## config.mk

```make
export PLATFORM = sky130hd
export DESIGN_NAME = alu_seq_flat
export DESIGN_NICKNAME = d
export VERILOG_FILES = /design/src/rtl/alu_seq_pkg.sv /design/src/rtl/alu_seq_if.sv /design/src/rtl/alu_core.sv /design/src/rtl/alu_seq.sv /design/src/flat_wrapper.sv
export SDC_FILE = /design/constraint.sdc
export NUM_CORES = 1
export LEC_CHECK = 0
export CORE_MARGIN = 5
export CORE_UTILIZATION = 35
export DETAILED_ROUTE_END_ITERATION = 12
export PLACE_DENSITY_LB_ADDON = 0.15
export REMOVE_ABC_BUFFERS = 1
export SLEW_MARGIN = 10
export SYNTH_ARGS = -nofsm -noshare
export SYNTH_HDL_FRONTEND = slang
export SYNTH_SLANG_ARGS = --single-unit
```

## constraint.sdc

```tcl
create_clock -name Clock -period 3.8 [get_ports Clock]
set_input_delay 0.95 -clock Clock [delete_from_list [all_inputs] [get_ports Clock]]
set_output_delay 0.95 -clock Clock [all_outputs]
set_load 0.02 [all_outputs]
```

## src/rtl/alu_seq_pkg.sv

```systemverilog
// Shared opcode and state encodings for the alu_seq execute sequencer.
package alu_seq_pkg;

  localparam logic [2:0] OP_ADD   = 3'd0;
  localparam logic [2:0] OP_SUB   = 3'd1;
  localparam logic [2:0] OP_AND   = 3'd2;
  localparam logic [2:0] OP_OR    = 3'd3;
  localparam logic [2:0] OP_XOR   = 3'd4;
  localparam logic [2:0] OP_NOT   = 3'd5;
  localparam logic [2:0] OP_LOADI = 3'd6;
  localparam logic [2:0] OP_MOV   = 3'd7;

  typedef enum logic [1:0] {
    S_IDLE  = 2'd0,
    S_READ  = 2'd1,
    S_EXEC  = 2'd2,
    S_WRITE = 2'd3
  } state_t;

endpackage

```

## src/rtl/alu_seq_if.sv

```systemverilog
// Instruction valid/ready handshake between an issuer (master) and alu_seq (slave).
interface alu_seq_if #(
  parameter int unsigned REGISTER_LEN = 10
);

  logic                    InstrValid;
  logic                    InstrReady;
  logic [2:0]              Opcode;
  logic [1:0]              Dst;
  logic [1:0]              SrcA;
  logic [1:0]              SrcB;
  logic [REGISTER_LEN-1:0] Imm;

  modport master (
    output InstrValid, Opcode, Dst, SrcA, SrcB, Imm,
    input  InstrReady
  );

  modport slave (
    input  InstrValid, Opcode, Dst, SrcA, SrcB, Imm,
    output InstrReady
  );

endinterface

```

## src/rtl/alu_core.sv

```systemverilog
// Purely combinational ALU for alu_seq: result modulo 2^REGISTER_LEN plus carry/borrow.
module alu_core
  import alu_seq_pkg::*;
#(
  parameter int unsigned REGISTER_LEN = 10
) (
  input  logic [2:0]              Opcode,
  input  logic [REGISTER_LEN-1:0] A,
  input  logic [REGISTER_LEN-1:0] B,
  input  logic [REGISTER_LEN-1:0] Imm,
  output logic [REGISTER_LEN-1:0] result,
  output logic                    carry
);

  logic [REGISTER_LEN:0] sum;
  logic [REGISTER_LEN:0] diff;

  // Extra top bit of diff is the borrow (set iff A < B unsigned).
  assign sum  = {1'b0, A} + {1'b0, B};
  assign diff = {1'b0, A} - {1'b0, B};

  always_comb begin
    result = '0;
    carry  = 1'b0;
    case (Opcode)
      OP_ADD: begin
        result = sum[REGISTER_LEN-1:0];
        carry  = sum[REGISTER_LEN];
      end
      OP_SUB: begin
        result = diff[REGISTER_LEN-1:0];
        carry  = diff[REGISTER_LEN];
      end
      OP_AND:   result = A & B;
      OP_OR:    result = A | B;
      OP_XOR:   result = A ^ B;
      OP_NOT:   result = ~A;
      OP_LOADI: result = Imm;
      OP_MOV:   result = A;
      default:  result = '0;
    endcase
  end

endmodule

```

## src/rtl/alu_seq.sv

```systemverilog
// Multi-cycle execute sequencer driving a 4-entry register file (IDLE/READ/EXEC/WRITE).
// Zero/Carry flag registers exist only when ALU_FLAGS_EN is defined.
module alu_seq
  import alu_seq_pkg::*;
#(
  parameter int unsigned REGISTER_LEN = 10
) (
  input  logic                    Clock,
  input  logic                    Reset,
  alu_seq_if.slave                instr,
  output logic                    RAE,
  output logic                    RBE,
  output logic [1:0]              RAA,
  output logic [1:0]              RBA,
  input  logic [REGISTER_LEN-1:0] A,
  input  logic [REGISTER_LEN-1:0] B,
  output logic                    WE,
  output logic [1:0]              WA,
  output logic [REGISTER_LEN-1:0] RFIN,
  output logic                    Done,
  output logic                    Zero,
  output logic                    Carry
);

  state_t                  state_q, state_d;
  logic                    ready;
  logic                    accept;
  logic [2:0]              op_q;
  logic [1:0]              dst_q;
  logic [REGISTER_LEN-1:0] imm_q;
  logic [1:0]              raa_q, rba_q, wa_q;
  logic [REGISTER_LEN-1:0] result_q;
  logic [REGISTER_LEN-1:0] alu_result;
  logic                    alu_carry;

  assign ready            = (state_q == S_IDLE) || (state_q == S_WRITE);
  assign accept           = instr.InstrValid & ready;
  assign instr.InstrReady = ready;

  always_comb begin
    state_d = state_q;
    unique case (state_q)
      S_IDLE, S_WRITE: begin
        if (accept) begin
          state_d = (instr.Opcode == OP_LOADI) ? S_EXEC : S_READ;
        end else begin
          state_d = S_IDLE;
        end
      end
      S_READ:  state_d = S_EXEC;
      S_EXEC:  state_d = S_WRITE;
      default: state_d = S_IDLE;
    endcase
  end

  always_ff @(posedge Clock or posedge Reset) begin
    if (Reset) begin
      state_q <= S_IDLE;
    end else begin
      state_q <= state_d;
    end
  end

  // Read addresses only move for instructions that actually read, so they hold otherwise.
  always_ff @(posedge Clock or posedge Reset) begin
    if (Reset) begin
      op_q  <= OP_ADD;
      dst_q <= '0;
      imm_q <= '0;
      raa_q <= '0;
      rba_q <= '0;
    end else if (accept) begin
      op_q  <= instr.Opcode;
      dst_q <= instr.Dst;
      imm_q <= instr.Imm;
      if (instr.Opcode != OP_LOADI) begin
        raa_q <= instr.SrcA;
        rba_q <= instr.SrcB;
      end
    end
  end

  always_ff @(posedge Clock or posedge Reset) begin
    if (Reset) begin
      result_q <= '0;
      wa_q     <= '0;
    end else if (state_q == S_EXEC) begin
      result_q <= alu_result;
      wa_q     <= dst_q;
    end
  end

  alu_core #(
    .REGISTER_LEN(REGISTER_LEN)
  ) u_alu_core (
    .Opcode(op_q),
    .A     (A),
    .B     (B),
    .Imm   (imm_q),
    .result(alu_result),
    .carry (alu_carry)
  );

  assign RAE  = (state_q == S_READ);
  assign RBE  = (state_q == S_READ);
  assign WE   = (state_q == S_WRITE);
  assign Done = (state_q == S_WRITE);
  assign RAA  = raa_q;
  assign RBA  = rba_q;
  assign WA   = wa_q;
  assign RFIN = result_q;

`ifdef ALU_FLAGS_EN
  logic zero_q, carry_q;

  always_ff @(posedge Clock or posedge Reset) begin
    if (Reset) begin
      zero_q  <= 1'b0;
      carry_q <= 1'b0;
    end else if (state_q == S_EXEC) begin
      zero_q  <= (alu_result == '0);
      carry_q <= alu_carry;
    end
  end

  assign Zero  = zero_q;
  assign Carry = carry_q;
`else
  logic unused_carry;
  assign unused_carry = alu_carry;
  assign Zero         = 1'b0;
  assign Carry        = 1'b0;
`endif

endmodule

```

## src/flat_wrapper.sv

```systemverilog
// flat-port wrapper written by rule: the top's interface ports become plain ports
module alu_seq_flat import alu_seq_pkg::*;
#(
  parameter int unsigned REGISTER_LEN = 10
)
  (Clock, Reset, RAE, RBE, RAA, RBA, A, B, WE, WA, RFIN, Done, Zero, Carry, instr_InstrValid, instr_Opcode, instr_Dst, instr_SrcA, instr_SrcB, instr_Imm, instr_InstrReady);
  alu_seq_if #(.REGISTER_LEN(REGISTER_LEN)) instr_i ();
  input  logic Clock;
  input  logic Reset;
  output logic RAE;
  output logic RBE;
  output logic [1:0] RAA;
  output logic [1:0] RBA;
  input  logic [REGISTER_LEN-1:0] A;
  input  logic [REGISTER_LEN-1:0] B;
  output logic WE;
  output logic [1:0] WA;
  output logic [REGISTER_LEN-1:0] RFIN;
  output logic Done;
  output logic Zero;
  output logic Carry;
  input wire logic [$bits(instr_i.InstrValid)-1:0] instr_InstrValid;
  input wire logic [$bits(instr_i.Opcode)-1:0] instr_Opcode;
  input wire logic [$bits(instr_i.Dst)-1:0] instr_Dst;
  input wire logic [$bits(instr_i.SrcA)-1:0] instr_SrcA;
  input wire logic [$bits(instr_i.SrcB)-1:0] instr_SrcB;
  input wire logic [$bits(instr_i.Imm)-1:0] instr_Imm;
  output wire logic [$bits(instr_i.InstrReady)-1:0] instr_InstrReady;
  assign instr_i.InstrValid = instr_InstrValid;
  assign instr_i.Opcode = instr_Opcode;
  assign instr_i.Dst = instr_Dst;
  assign instr_i.SrcA = instr_SrcA;
  assign instr_i.SrcB = instr_SrcB;
  assign instr_i.Imm = instr_Imm;
  assign instr_InstrReady = instr_i.InstrReady;
  alu_seq #(.REGISTER_LEN(REGISTER_LEN)) u_core (.Clock(Clock), .Reset(Reset), .instr(instr_i), .RAE(RAE), .RBE(RBE), .RAA(RAA), .RBA(RBA), .A(A), .B(B), .WE(WE), .WA(WA), .RFIN(RFIN), .Done(Done), .Zero(Zero), .Carry(Carry));
endmodule
```

==> results, run 1 <==
- The number of clock buffers added by TritonCTS is 5.
- The number of cells on the worst reg-to-reg path is 9.
- The number of enable flip-flop cells after synthesis is 0.
- In this run the tool buffered the top-level ports with 62 buffer cells.
- STA classifies the critical path startpoint as an input pin.
- Measured along the x axis, the die boundary spans 100.4 um.
- The clock tree root driver cell is sky130_fd_sc_hd__clkbuf_8.
- The H-tree level count is 2.
- The source of the critical timing path is B[0].
- The worst path needs 3.317 ns of the cycle, external delays included.
- The total overflow left after global routing is 0.
- For the pin with the worst max-slew slack, the measured transition is 0.7199 ns.
- The upper clock frequency limit is 301.5 MHz.
- Along the worst path, the maximum fanout reaches 4.
- The number of maximum-capacitance constraint violations is 0.
- The detailed router finished its first iteration with 63 violations.
- The congestion estimate from routability-driven global placement came to about 0.85.
- The initial utilization of the core area, before any placement, comes to 35.36%.
- The largest net degree at the start of global routing is 35.
- The largest vdd supply drop is 0.3389 mV.
- The total power is 2.864 mW.
- The later pin in the worst-skew pair is clocked with a latency of 0.29 ns.
- In this run the critical register-to-register path is captured at u_core.RFIN[8].
- The run finished with clean final reports.
- The most common flop cell mapped by yosys is sky130_fd_sc_hd__dfrtp_1.
- The clock slew at the register clock pins of the worst setup and hold paths is 0.07 ns.
- The total routing usage reported by global routing is roughly 15%.
- The number of warnings issued by yosys is 0.
- 0 antenna diodes ended up in the layout.
- In this run the standard cell core region covers 0.008093 mm^2.
- The top cell type's share of synthesized area is 28.86%.
- Excluding fillers, the count of instances in the completed layout stands at 465.
- The fraction of synthesis flops using an asynchronous set or reset pin is 100.0%.
- Counting instances, the worst hold path has a depth of 1.
- The number of nets in the layout is 435.
- The share of post-route cells with drive strength above 1 is approximately 15%.
- The via count of the first global-routing pass is 2477.
- The largest total area in the synthesized netlist belongs to sky130_fd_sc_hd__dfrtp_1.
- Counting instances in the post-synthesis netlist gives the leading cell types as sky130_fd_sc_hd__dfrtp_1, sky130_fd_sc_hd__ha_1, sky130_fd_sc_hd__inv_1, sky130_fd_sc_hd__mux2_2.
- The pre-antenna-repair detailed-routing pass consisted of 5 iterations.
- By area the synthesized netlist is led by sky130_fd_sc_hd__dfrtp_1, sky130_fd_sc_hd__ha_1, sky130_fd_sc_hd__mux2_2.
- The wire length of the first global-routing pass is 12.24 mm.
- The clock passes through at most 2 buffers.
- The number of pins with negative max-slew slack in the final report is 0.
- After detailed routing, the number of remaining DRC violations is 0.
- Setup slack on the worst reg-to-reg path comes out at ~1.1 ns.
- The startpoint identified for the worst register-to-register timing path is u_core.op_q[0].
- In the routed layout, each cell is associated on average with a via count of 5.049.
- The floorplan step defined a die boundary enclosing 0.01008 mm^2.
- The count of vias placed by the detailed router is 2348.
- Measured along the y axis, the die boundary spans 100.4 um.
- The cell leakage power is 1.621 nW.
- The worst-case hold slack is 0.4962 ns.
- The endpoint required time on the critical path is 3.98 ns.
- The TritonCTS clock tree is built.
- Setup total negative slack on the finished layout was measured at 0 ns.
- Setup repair after global routing left no endpoint under its margin.
- The final layout contains routed wiring with a total length of 7.422 mm.
- The setup-violating endpoint count in the final report is 0.
- The path type of the worst min-delay path is reg2reg.
- The summed instance area of the synthesized netlist is 0.002861 mm^2.
- The detail route stage leaves a number of antenna-violating nets equal to 0.
- The HPWL after detailed placement is 5.687 mm.
- Post-CTS repair changed the size of 0 cells.
- The gate count of the mapped netlist is between 200 and 300.
- The count of final hold-check violations is 0.
- For this design, the CTS-stage hold fixing added 0 buffers.
- The number of antenna violations at the first check in global routing is 0.
- The count of distinct cell types in the synthesized netlist is 56.
- Dividing the detail-routed wire length by the instance count gives 15.96 um.
- The type of the worst setup path is in2reg.
- The power density of the placed cells is 784.4 mW/mm^2.
- The floorplan has 33 rows.
- The share of the clock period used by the worst path after layout is 87.28%.
- The worst setup path is captured at a flop.
- The placed instance count is 457.
- The number of synthesized register bits is 33.
- The number of setup buffers added after CTS is 0.
- Of the synthesized area, sequential elements account for about 29%.
- The top-level I/O count is 65.
- The tree built by TritonCTS fans out to 33 sinks.
- Between clock sinks in the finished design, the worst skew comes to 0.008217 ns.
- The synthesis-to-layout area growth is 27.59%.
- The data arrival time of the worst path is 3.49 ns.
- The worst setup path endpoint is u_core.RFIN[8].
- In this run the mean area of a mapped cell was just under 10 um^2.
- In this run the tightest slew margin relative to its limit is between 50% and 60%.
[worst max-delay path, cell delays in order]
cell	delay (ns)
sky130_fd_sc_hd__clkdlybuf4s50_1	0.54
sky130_fd_sc_hd__inv_1	0.10
sky130_fd_sc_hd__ha_1	0.30
sky130_fd_sc_hd__a21o_1	0.19
sky130_fd_sc_hd__fa_1	0.47
sky130_fd_sc_hd__nor2b_4	0.15
sky130_fd_sc_hd__o2111ai_2	0.13
sky130_fd_sc_hd__nand2_1	0.11
sky130_fd_sc_hd__nor4_2	0.05
sky130_fd_sc_hd__and3_1	0.18
sky130_fd_sc_hd__o32a_1	0.32
[report_power, final]
| part | total, mW | internal [mW] | switching [mW] |
|---|---|---|---|
| registers | 0.653 | 0.538 | 0.114 |
| clock network | 0.345 | 0.196 | 0.148 |
| logic | 1.87 | 0.895 | 0.971 |
[flip-flops by register name, indices dropped and copies added, names as in the netlist]
| name | cells |
|---|---|
| u_core.dst_q | 2 |
| u_core.state_q | 2 |
| u_core.RBA | 2 |
| u_core.RAA | 2 |
| u_core.imm_q | 10 |
| u_core.WA | 2 |
| u_core.op_q | 3 |
| u_core.RFIN | 10 |
[cells by family (layout without fill, tap and decap cells)]
kind of cell             Yosys count  after routing  share of synthesized area (%)
multiplexers                      35             35                          14.25
AND/OR/NAND/NOR                   66             66                          11.89
buffers and inverters             45            106                          8.614
other                              1              2                         0.1311
XOR/XNOR                          17             17                          5.466
flip-flops                        33             33                          28.86
AO/OA/AOI/OAI                     67             67                          15.65
adder cells (fa/ha/maj)           34             34                          15.13
[worst min-delay path by stage]
stage                                end             from  slack (ns)
after floorplan             u_core.WA[0]  u_core.dst_q[0]        0.47
after CTS                 u_core.RFIN[4]   u_core.RFIN[4]        0.50
after detailed placement  u_core.RFIN[4]   u_core.RFIN[4]        0.48
after global placement    u_core.RFIN[4]   u_core.RFIN[4]        0.47
final                     u_core.RFIN[2]   u_core.RFIN[2]        0.50
after global routing      u_core.RFIN[4]   u_core.RFIN[4]        0.52
[per-stage QoR]
step           instance area (um^2)  util [%]  worst slack [ns]
6_report                       3651     45.11            0.4834
5_1_grt                        3651     45.11            0.2584
4_1_cts                        3651     45.11            0.4719
3_5_place_dp                   3536     43.69            0.1762
3_3_place_gp                   3536     43.69            0.1887
2_1_floorplan                  2724         -            0.8467
[cells in the final DEF (no fill, tap or decap), types with 5 or more instances in the layout]
| master | count |
|---|---|
| sky130_fd_sc_hd__mux2_2 | 22 |
| sky130_fd_sc_hd__xnor2_1 | 14 |
| sky130_fd_sc_hd__nand2b_1 | 6 |
| sky130_fd_sc_hd__nand3b_1 | 5 |
| sky130_fd_sc_hd__mux2i_1 | 10 |
| sky130_fd_sc_hd__dfrtp_1 | 33 |
| sky130_fd_sc_hd__o21ai_0 | 10 |
| sky130_fd_sc_hd__nor2_1 | 17 |
| sky130_fd_sc_hd__clkdlybuf4s50_1 | 62 |
| sky130_fd_sc_hd__ha_1 | 33 |
| sky130_fd_sc_hd__a21oi_1 | 15 |
| sky130_fd_sc_hd__nand2_1 | 17 |
| sky130_fd_sc_hd__o21ai_1 | 12 |
| sky130_fd_sc_hd__nand3_1 | 5 |
| sky130_fd_sc_hd__buf_4 | 8 |
| sky130_fd_sc_hd__clkbuf_8 | 5 |
| sky130_fd_sc_hd__inv_1 | 27 |
[final cells by class]
| type | instances | area (um^2) |
|---|---|---|
| fill | 798 | 4442 |
| multi-input combinational | 221 | 1793 |
| sequential | 33 | 825.8 |
| timing repair buffer | 70 | 680.7 |
| tap | 105 | 131.4 |
| inverter | 28 | 105.1 |
| clock buffer | 5 | 68.82 |
| clock inverter | 3 | 46.29 |
[layer usage]
layer / GRT usage (%) / wire, um / up-vias
met1: 18.79 / 3276 / 1117
met3: 3.197 / 402 / 12
met4: 4.456 / 109 / 0
met2: 27.17 / 3635 / 56
met5: 0 / 0 / -
li1: - / - / 1163
Power figures use the tool's default switching activity.
==> inputs of run 2 (changes only) <==
Settings changed: CORE_MARGIN 5 to 4.
==> results, run 2 (synthesis gave the netlist of run 1 again) <==
- The setup-violating endpoint count in the final report was 0 (unchanged).
- The leading cell type in the layout, fill and taps excluded is sky130_fd_sc_hd__clkdlybuf4s50_1 (unchanged).
- The HPWL after detailed placement is 5.453 mm (was 5.687 mm).
- The H-tree level count is 2 (unchanged).
- The number of sinks on the clock net is 33 (unchanged).
- The clock tree root driver cell is sky130_fd_sc_hd__clkbuf_8 (unchanged).
- The clock slew at the register clock pins of the worst setup and hold paths came to 0.07 ns (about the same).
- The number of maximum-capacitance constraint violations is 0 (unchanged).
- Setup repair after global routing missed its margin: false (unchanged).
- The endpoint of the worst register-to-register path is u_core.RFIN[8] (unchanged).
- The maximum clock skew at final layout came to 0.005291 ns (was 0.008217 ns).
- The overall die width is 98.42 um (was 100.4 um).
- The worst-margin pin slew is 0.6662 ns (was 0.7199 ns).
- The final cell count without fillers is 461 (was 465).
- The top-level I/O count is 65 (unchanged).
- The count of vias placed by the detailed router is 2319 (was 2348).
- The number of pins with negative max-slew slack in the final report was 0 (unchanged).
- The endpoint required time on the critical path is 3.97 ns (was 3.98 ns).
- The placer congestion estimate came to 0.8175 (was 0.8475).
- CP cell instances: clkdlybuf4s50_1 -> inv_1 -> ha_1 -> a21oi_1 -> xnor2_1 -> ha_1 -> nor2b_4 -> o2111ai_2 -> nand2_1 -> nor4_2 -> nor4_1 -> o32a_1 (was clkdlybuf4s50_1 -> inv_1 -> ha_1 -> a21o_1 -> fa_1 -> nor2b_4 -> o2111ai_2 -> nand2_1 -> nor4_2 -> and3_1 -> o32a_1).
- The number of nets in the layout is 434 (was 435).
- The number of buffers inserted for hold repair after clock tree synthesis was 0 (unchanged).
- The type of the worst setup path is in2reg (unchanged).
- The remaining design rule violation count is 0 (unchanged).
- The routed length per placed instance came to 15.26 um (was 15.96 um).
- The length of the first detailed-routing pass in iterations was 4 (was 5).
- The placed instance count came to 453 (was 457).
- The time the final worst path needs with I/O delays and setup is 3.344 ns (was 3.317 ns).
- The combinational cell fraction of total power was 66.8% (was 65.2%).
- The y dimension of the die is 98.42 um (was 100.4 um).
- The routed via count divided by cell count came to 5.030 (was 5.049).
- The origin of the critical flop-to-flop path is u_core.op_q[0] (unchanged).
- The antenna cell count is 0 (unchanged).
- The total wire length was 7.037 mm (was 7.422 mm).
- The endpoint kind of the worst setup timing path was a flop (unchanged).
- The wire length of the first global-routing pass is 11.81 mm (was 12.24 mm).
- The hold path startpoint is u_core.RFIN[4] (was u_core.RFIN[2]).
- The TritonCTS clock tree was built (unchanged).
- The placement row count came to 32 (was 33).
- The critical path's most frequent cell is sky130_fd_sc_hd__ha_1.
- The total routing usage reported by global routing was 15.03% (was 15.38%).
- The portion of total power attributed to sequential cells is 23.9% (was 22.8%).
- The upper clock frequency limit is 299.1 MHz (was 301.5 MHz).
- The switching share of power was 43.62% (was 43.08%).
- The number of buffers inserted by port buffering is 62 (unchanged).
- Run status: complete, no violations (unchanged).
- The number of fill cells was 793 (was 798).
- The share of the clock period used by the worst path after layout was 87.99% (was 87.28%).
- The internal power of the cells came to 1.561 mW (was 1.630 mW).
- The category of cells accounting for the largest share of critical-path delay is compound AO/OA/AOI/OAI gates (was adder cells).
- The slowest cell on the critical path is sky130_fd_sc_hd__clkdlybuf4s50_1 (unchanged).
- The maximum cell stage delay along the critical path is 0.53 ns (was 0.54 ns).
- The total area of sequential cells came to 825.8 um^2 (unchanged).
- The nature of the critical path startpoint is an input pin (unchanged).
- The instance count along the most critical hold path is 1 (unchanged).
- The final global-route overflow total came to 0 (unchanged).
- The post-cts resize count is 0 (unchanged).
- The setup fix buffers added after clock tree synthesis is 0 (unchanged).
- The number of nets still failing antenna checks after routing was 0 (unchanged).
- Top library cells by usage in the layout, fill and taps aside: sky130_fd_sc_hd__clkdlybuf4s50_1, sky130_fd_sc_hd__ha_1, sky130_fd_sc_hd__dfrtp_1, sky130_fd_sc_hd__inv_1, sky130_fd_sc_hd__mux2_2 (unchanged).
- The synthesis-to-layout area growth is 26.06% (was 27.59%).
- The count of final hold-check violations came to 0 (unchanged).
- The worst-path maximum fanout was 4 (unchanged).
- The switching power summed over all nets is 1.208 mW (was 1.234 mW).
- The total negative slack for setup checks was 0 ns (unchanged).
- The area of the multi-input gates came to 0.001793 mm^2 (unchanged).
- The initial cell density of the core is 36.46% (was 35.36%).
- The remaining max-slew budget at the tightest pin is 55.48% (was 51.89%).
- The cell leakage power came to 1.607 nW (was 1.621 nW).
- The number of DRC markers after the initial detailed-route iteration is 94 (was 63).
- The core footprint is 0.007848 mm^2 (was 0.008093 mm^2).
- The via count of the first global-routing pass is 2375 (was 2477).
- The number of buffer and inverter instances along the worst setup path was 2 (unchanged).
- The share of post-route cells with drive strength above 1 came to 14.48% (was 15.00%).
- The maximum buffer depth of the clock tree is 2 (unchanged).
- The fraction of power consumed by the clock network is 9.3% (was 12.0%).
- The TritonCTS buffer count is 5 (unchanged).
- The path type of the worst min-delay path was reg2reg (unchanged).
- The power density of the placed cells is 767.8 mW/mm^2 (was 784.4 mW/mm^2).
- The largest vdd supply drop is 0.3518 mV (was 0.3389 mV).
- The insertion delay to the later sink of the worst-skew pair was 0.28 ns (was 0.29 ns).
- The floorplan die area is 0.009687 mm^2 (was 0.01008 mm^2).
- The data arrival time of the worst path came to 3.51 ns (was 3.49 ns).
- The largest net degree at the start of global routing is 34 (was 35).
- The worst hold endpoint is u_core.RFIN[4] (was u_core.RFIN[2]).
- The worst reg-to-reg setup slack is 1.10 ns (was 1.13 ns).
- The number of antenna violations at the first check in global routing is 0 (unchanged).
- The length in cells of the worst reg-to-reg path came to 9 (unchanged).
[run 2: cell types whose count changed in the layout (fill, tap and decap cells not counted)]
cell	previous run	this run
sky130_fd_sc_hd__clkinv_2	0	2
sky130_fd_sc_hd__buf_4	8	7
sky130_fd_sc_hd__clkinvlp_4	1	0
sky130_fd_sc_hd__clkbuf_1	0	1
sky130_fd_sc_hd__clkinv_4	1	0
sky130_fd_sc_hd__bufinv_16	1	0
[run 2: how the worst max path moves through the flow]
stage	from	end	slack, ns	cells past startpoint
floorplan	u_core.op_q[0]	u_core.RFIN[8]	0.85	9
global placement	B[0]	u_core.RFIN[8]	0.23	12
detailed placement	B[0]	u_core.RFIN[8]	0.18	13
CTS	B[0]	u_core.RFIN[8]	0.47	13
global route	B[0]	u_core.RFIN[9]	0.29	12
finish	B[0]	u_core.RFIN[8]	0.46	12
[run 2: layout make-up]
type                    count  share of cell area [%]
clock buffers               6                   2.012
clock inverters             2                  0.2775
inverters                  28                   2.914
multi-input cells         221                   49.71
flip-flops and latches     33                   22.89
well taps                 102                   3.538
repair buffers             69                   18.66
[run 2: metrics by stage]
stage / hold WS, ns / total power, mW / instance area, um^2 / utilization [%] / setup WS, ns
after floorplan: 0.4737 / 1.918 / 2724 / - / 0.8467
after global placement: 0.4657 / 2.517 / 3525 / 44.91 / 0.2272
after detailed placement: 0.4732 / 2.540 / 3525 / 44.91 / 0.1770
after CTS: 0.4889 / 2.809 / 3607 / 45.97 / 0.4737
after global routing: 0.5142 / 3.029 / 3607 / 45.97 / 0.2880
final: 0.4856 / 2.769 / 3607 / 45.97 / 0.4564
[run 2: per-layer routing]
metal	wire length, um	share of wire [%]	track usage [%]	vias to the layer above
met3	335	4.8	3.114	8
li1	-	-	-	1161
met1	3174	45	19.41	1095
met4	84	1.2	3.361	0
met2	3443	49	25.90	55
met5	0	0	0	-
[run 2: power groups by stage]
| stage | Combinational (mW) | Clock [mW] | Sequential (mW) |
|---|---|---|---|
| after CTS | 1.87 | 0.267 | 0.669 |
| after floorplan | 1.09 | 0 | 0.827 |
| after global routing | 2.05 | 0.285 | 0.694 |
| after global placement | 1.85 | 0 | 0.670 |
| after detailed placement | 1.87 | 0 | 0.675 |
| final | 1.85 | 0.257 | 0.662 |
==> inputs of run 3 (changes only) <==
Settings changed: CORE_MARGIN 4 to not set.
==> results, run 3 (synthesis gave the netlist of run 1 again) <==
- The setup fix buffers added after clock tree synthesis is 0 (unchanged).
- The endpoint of the worst register-to-register path is u_core.RFIN[8] (unchanged).
- The clock tree root driver cell is sky130_fd_sc_hd__clkbuf_8 (unchanged).
- The remaining design rule violation count is 0 (unchanged).
- The origin of the critical flop-to-flop path is u_core.op_q[0] (unchanged).
- The length of the first detailed-routing pass in iterations is 4 (unchanged).
- The maximum clock skew at final layout is 0.008087 ns (was 0.005291 ns).
- The routed via count divided by cell count was 5.028 (was 5.030).
- The worst-margin pin slew is 0.7775 ns (was 0.6662 ns).
- The type of the worst setup path is in2reg (unchanged).
- The number of buffers inserted for hold repair after clock tree synthesis is 0 (unchanged).
- The number of maximum-capacitance constraint violations is 0 (unchanged).
- The number of nets still failing antenna checks after routing is 0 (unchanged).
- The upper clock frequency limit is 296.8 MHz (was 299.1 MHz).
- The nature of the critical path startpoint is an input pin (unchanged).
- The core footprint was 0.007807 mm^2 (was 0.007848 mm^2).
- The total wire length is 6.902 mm (was 7.037 mm).
- The hold path startpoint is u_core.RFIN[2] (was u_core.RFIN[4]).
- The overall die width is 92.42 um (was 98.42 um).
- The endpoint required time on the critical path is 4.03 ns (was 3.97 ns).
- The cell leakage power is 1.602 nW (was 1.607 nW).
- The path type of the worst min-delay path is reg2reg (unchanged).
- The met2 usage is 29.32% (was 25.90%).
- The remaining max-slew budget at the tightest pin is 48.16% (was 55.48%).
- The count of final hold-check violations is 0 (unchanged).
- The number of pins with negative max-slew slack in the final report is 0 (unchanged).
- The number of antenna violations at the first check in global routing came to 0 (unchanged).
- The antenna cell count is 0 (unchanged).
- The power density of the placed cells is 771.0 mW/mm^2 (was 767.8 mW/mm^2).
- The initial cell density of the core is 36.65% (was 36.46%).
- The time the final worst path needs with I/O delays and setup was 3.369 ns (was 3.344 ns).
- The total routing usage reported by global routing is 17.07% (was 15.03%).
- The data arrival time of the worst path is 3.60 ns (was 3.51 ns).
- The floorplan die area is 0.008541 mm^2 (was 0.009687 mm^2).
- The TritonCTS clock tree is built (unchanged).
- The category of cells accounting for the largest share of critical-path delay is buffers and inverters (was compound AO/OA/AOI/OAI gates).
- Run status: complete, no violations (unchanged).
- The TritonCTS buffer count came to 5 (unchanged).
- Setup repair after global routing missed its margin: false (unchanged).
- The number of buffers inserted by port buffering is 62 (unchanged).
- The met1 usage is 22.02% (was 19.41%).
- The insertion delay to the later sink of the worst-skew pair is 0.29 ns (was 0.28 ns).
- The top-level I/O count is 65 (unchanged).
- The H-tree level count is 2 (unchanged).
- The routed length per placed instance is 15.00 um (was 15.26 um).
- The maximum cell stage delay along the critical path came to 0.47 ns (was 0.53 ns).
- The share of post-route cells with drive strength above 1 came to 14.25% (was 14.48%).
- The share of the clock period used by the worst path after layout is 88.67% (was 87.99%).
- The setup-violating endpoint count in the final report came to 0 (unchanged).
- The length in cells of the worst reg-to-reg path is 9 (unchanged).
- The slowest cell on the critical path is sky130_fd_sc_hd__clkdlybuf4s50_1 (unchanged).
- The total power is 2.775 mW (was 2.769 mW).
- The post-cts resize count is 0 (unchanged).
- The count of vias placed by the detailed router is 2313 (was 2319).
- The maximum buffer depth of the clock tree is 2 (unchanged).
- The number of DRC markers after the initial detailed-route iteration is 120 (was 94).
- The number of nets in the layout is 433 (was 434).
- The final global-route overflow total is 0 (unchanged).
- The wire length of the first global-routing pass is 11.40 mm (was 11.81 mm).
- The largest net degree at the start of global routing is 34 (unchanged).
- The worst hold endpoint is u_core.RFIN[2] (was u_core.RFIN[4]).
- CP cell instances: clkdlybuf4s50_1 -> inv_1 -> ha_1 -> nand3_1 -> o21ai_0 -> xnor2_1 -> ha_1 -> o21a_1 -> nor2_2 -> nand2_1 -> mux4_2 -> nand2_1 -> o32a_1 (was clkdlybuf4s50_1 -> inv_1 -> ha_1 -> a21oi_1 -> xnor2_1 -> ha_1 -> nor2b_4 -> o2111ai_2 -> nand2_1 -> nor4_2 -> nor4_1 -> o32a_1).
- The placement row count was 32 (unchanged).
- The number of sinks on the clock net is 33 (unchanged).
- The synthesis-to-layout area growth is 25.80% (was 26.06%).
- The HPWL after detailed placement is 5.205 mm (was 5.453 mm).
- The worst reg-to-reg setup slack is 1.12 ns (was 1.10 ns).
- The leading cell type in the layout, fill and taps excluded is sky130_fd_sc_hd__clkdlybuf4s50_1 (unchanged).
- The via count of the first global-routing pass is 2349 (was 2375).
- The number of gates on the worst path with buffers counted is 13 (was 12).
- The met3 usage was 2.956% (was 3.114%).
- The clock slew at the register clock pins of the worst setup and hold paths was 0.08 ns (was 0.07 ns).
- The number of buffer and inverter instances along the worst setup path came to 2 (unchanged).
- The worst-path maximum fanout is 4 (unchanged).
- The total negative slack for setup checks is 0 ns (unchanged).
- The instance count along the most critical hold path is 1 (unchanged).
- Top library cells by usage in the layout, fill and taps aside: sky130_fd_sc_hd__clkdlybuf4s50_1, sky130_fd_sc_hd__ha_1, sky130_fd_sc_hd__dfrtp_1, sky130_fd_sc_hd__inv_1, sky130_fd_sc_hd__mux2_2 (unchanged).
- The routing layer with the top usage in global route was met2 (unchanged).
- The y dimension of the die came to 92.42 um (was 98.42 um).
- The endpoint kind of the worst setup timing path is a flop (unchanged).
- The largest vdd supply drop is 0.2843 mV (was 0.3518 mV).
- The placer congestion estimate is 0.8029 (was 0.8175).
run 3: power breakdown:
| part | internal, mW | leakage (nW) | total, mW | switching, mW |
|---|---|---|---|---|
| clock network | 0.127 | 0.0450 | 0.267 | 0.140 |
| registers | 0.539 | 0.386 | 0.660 | 0.121 |
| logic | 0.891 | 1.17 | 1.85 | 0.958 |
| total | 1.56 | 1.60 | 2.78 | 1.22 |
run 3: worst register-to-register path: cells and delay by family, from the launching register on:
kind	cells	cell delay, ns
fa+ha+maj	1	0.47
simple gates	5	0.74
compound gates	3	0.72
flops	1	0.65
run 3: layer usage:
| layer | vias up | routed length, um |
|---|---|---|
| li1 | 1157 | - |
| met1 | 1079 | 3141 |
| met2 | 66 | 3335 |
| met3 | 11 | 337 |
| met4 | 0 | 88 |
| met5 | - | 0 |
run 3: cell type report:
class,instances,area (um^2)
Timing Repair Buffer,68,665.6
Clock inverter,2,10.01
Multi-Input combinational cell,221,1793
Tap cell,102,127.6
Inverter,28,105.1
Clock buffer,6,72.57
Fill cell,751,4208
Sequential cell,33,825.8
run 3: stage by stage:
stage               instances  setup WS, ns  hold WS [ns]  cell area, um^2  utilization (%)
global route              460        0.2223        0.5206             3600            46.11
finish                    460        0.4307        0.4904             3600            46.11
CTS                       460        0.4517        0.4893             3600            46.11
global placement          452        0.2152        0.4708             3517            45.05
detailed placement        452        0.1541        0.4728             3517            45.05
floorplan                 282        0.8467        0.4737             2724                -
run 3: worst max path at each step:
stage | from | to | slack [ns]
detailed placement | B[0] | u_core.RFIN[8] | 0.15
CTS | B[0] | u_core.RFIN[8] | 0.45
floorplan | u_core.op_q[0] | u_core.RFIN[8] | 0.85
finish | B[0] | u_core.RFIN[8] | 0.43
global route | B[0] | u_core.RFIN[8] | 0.22
global placement | B[0] | u_core.RFIN[8] | 0.22
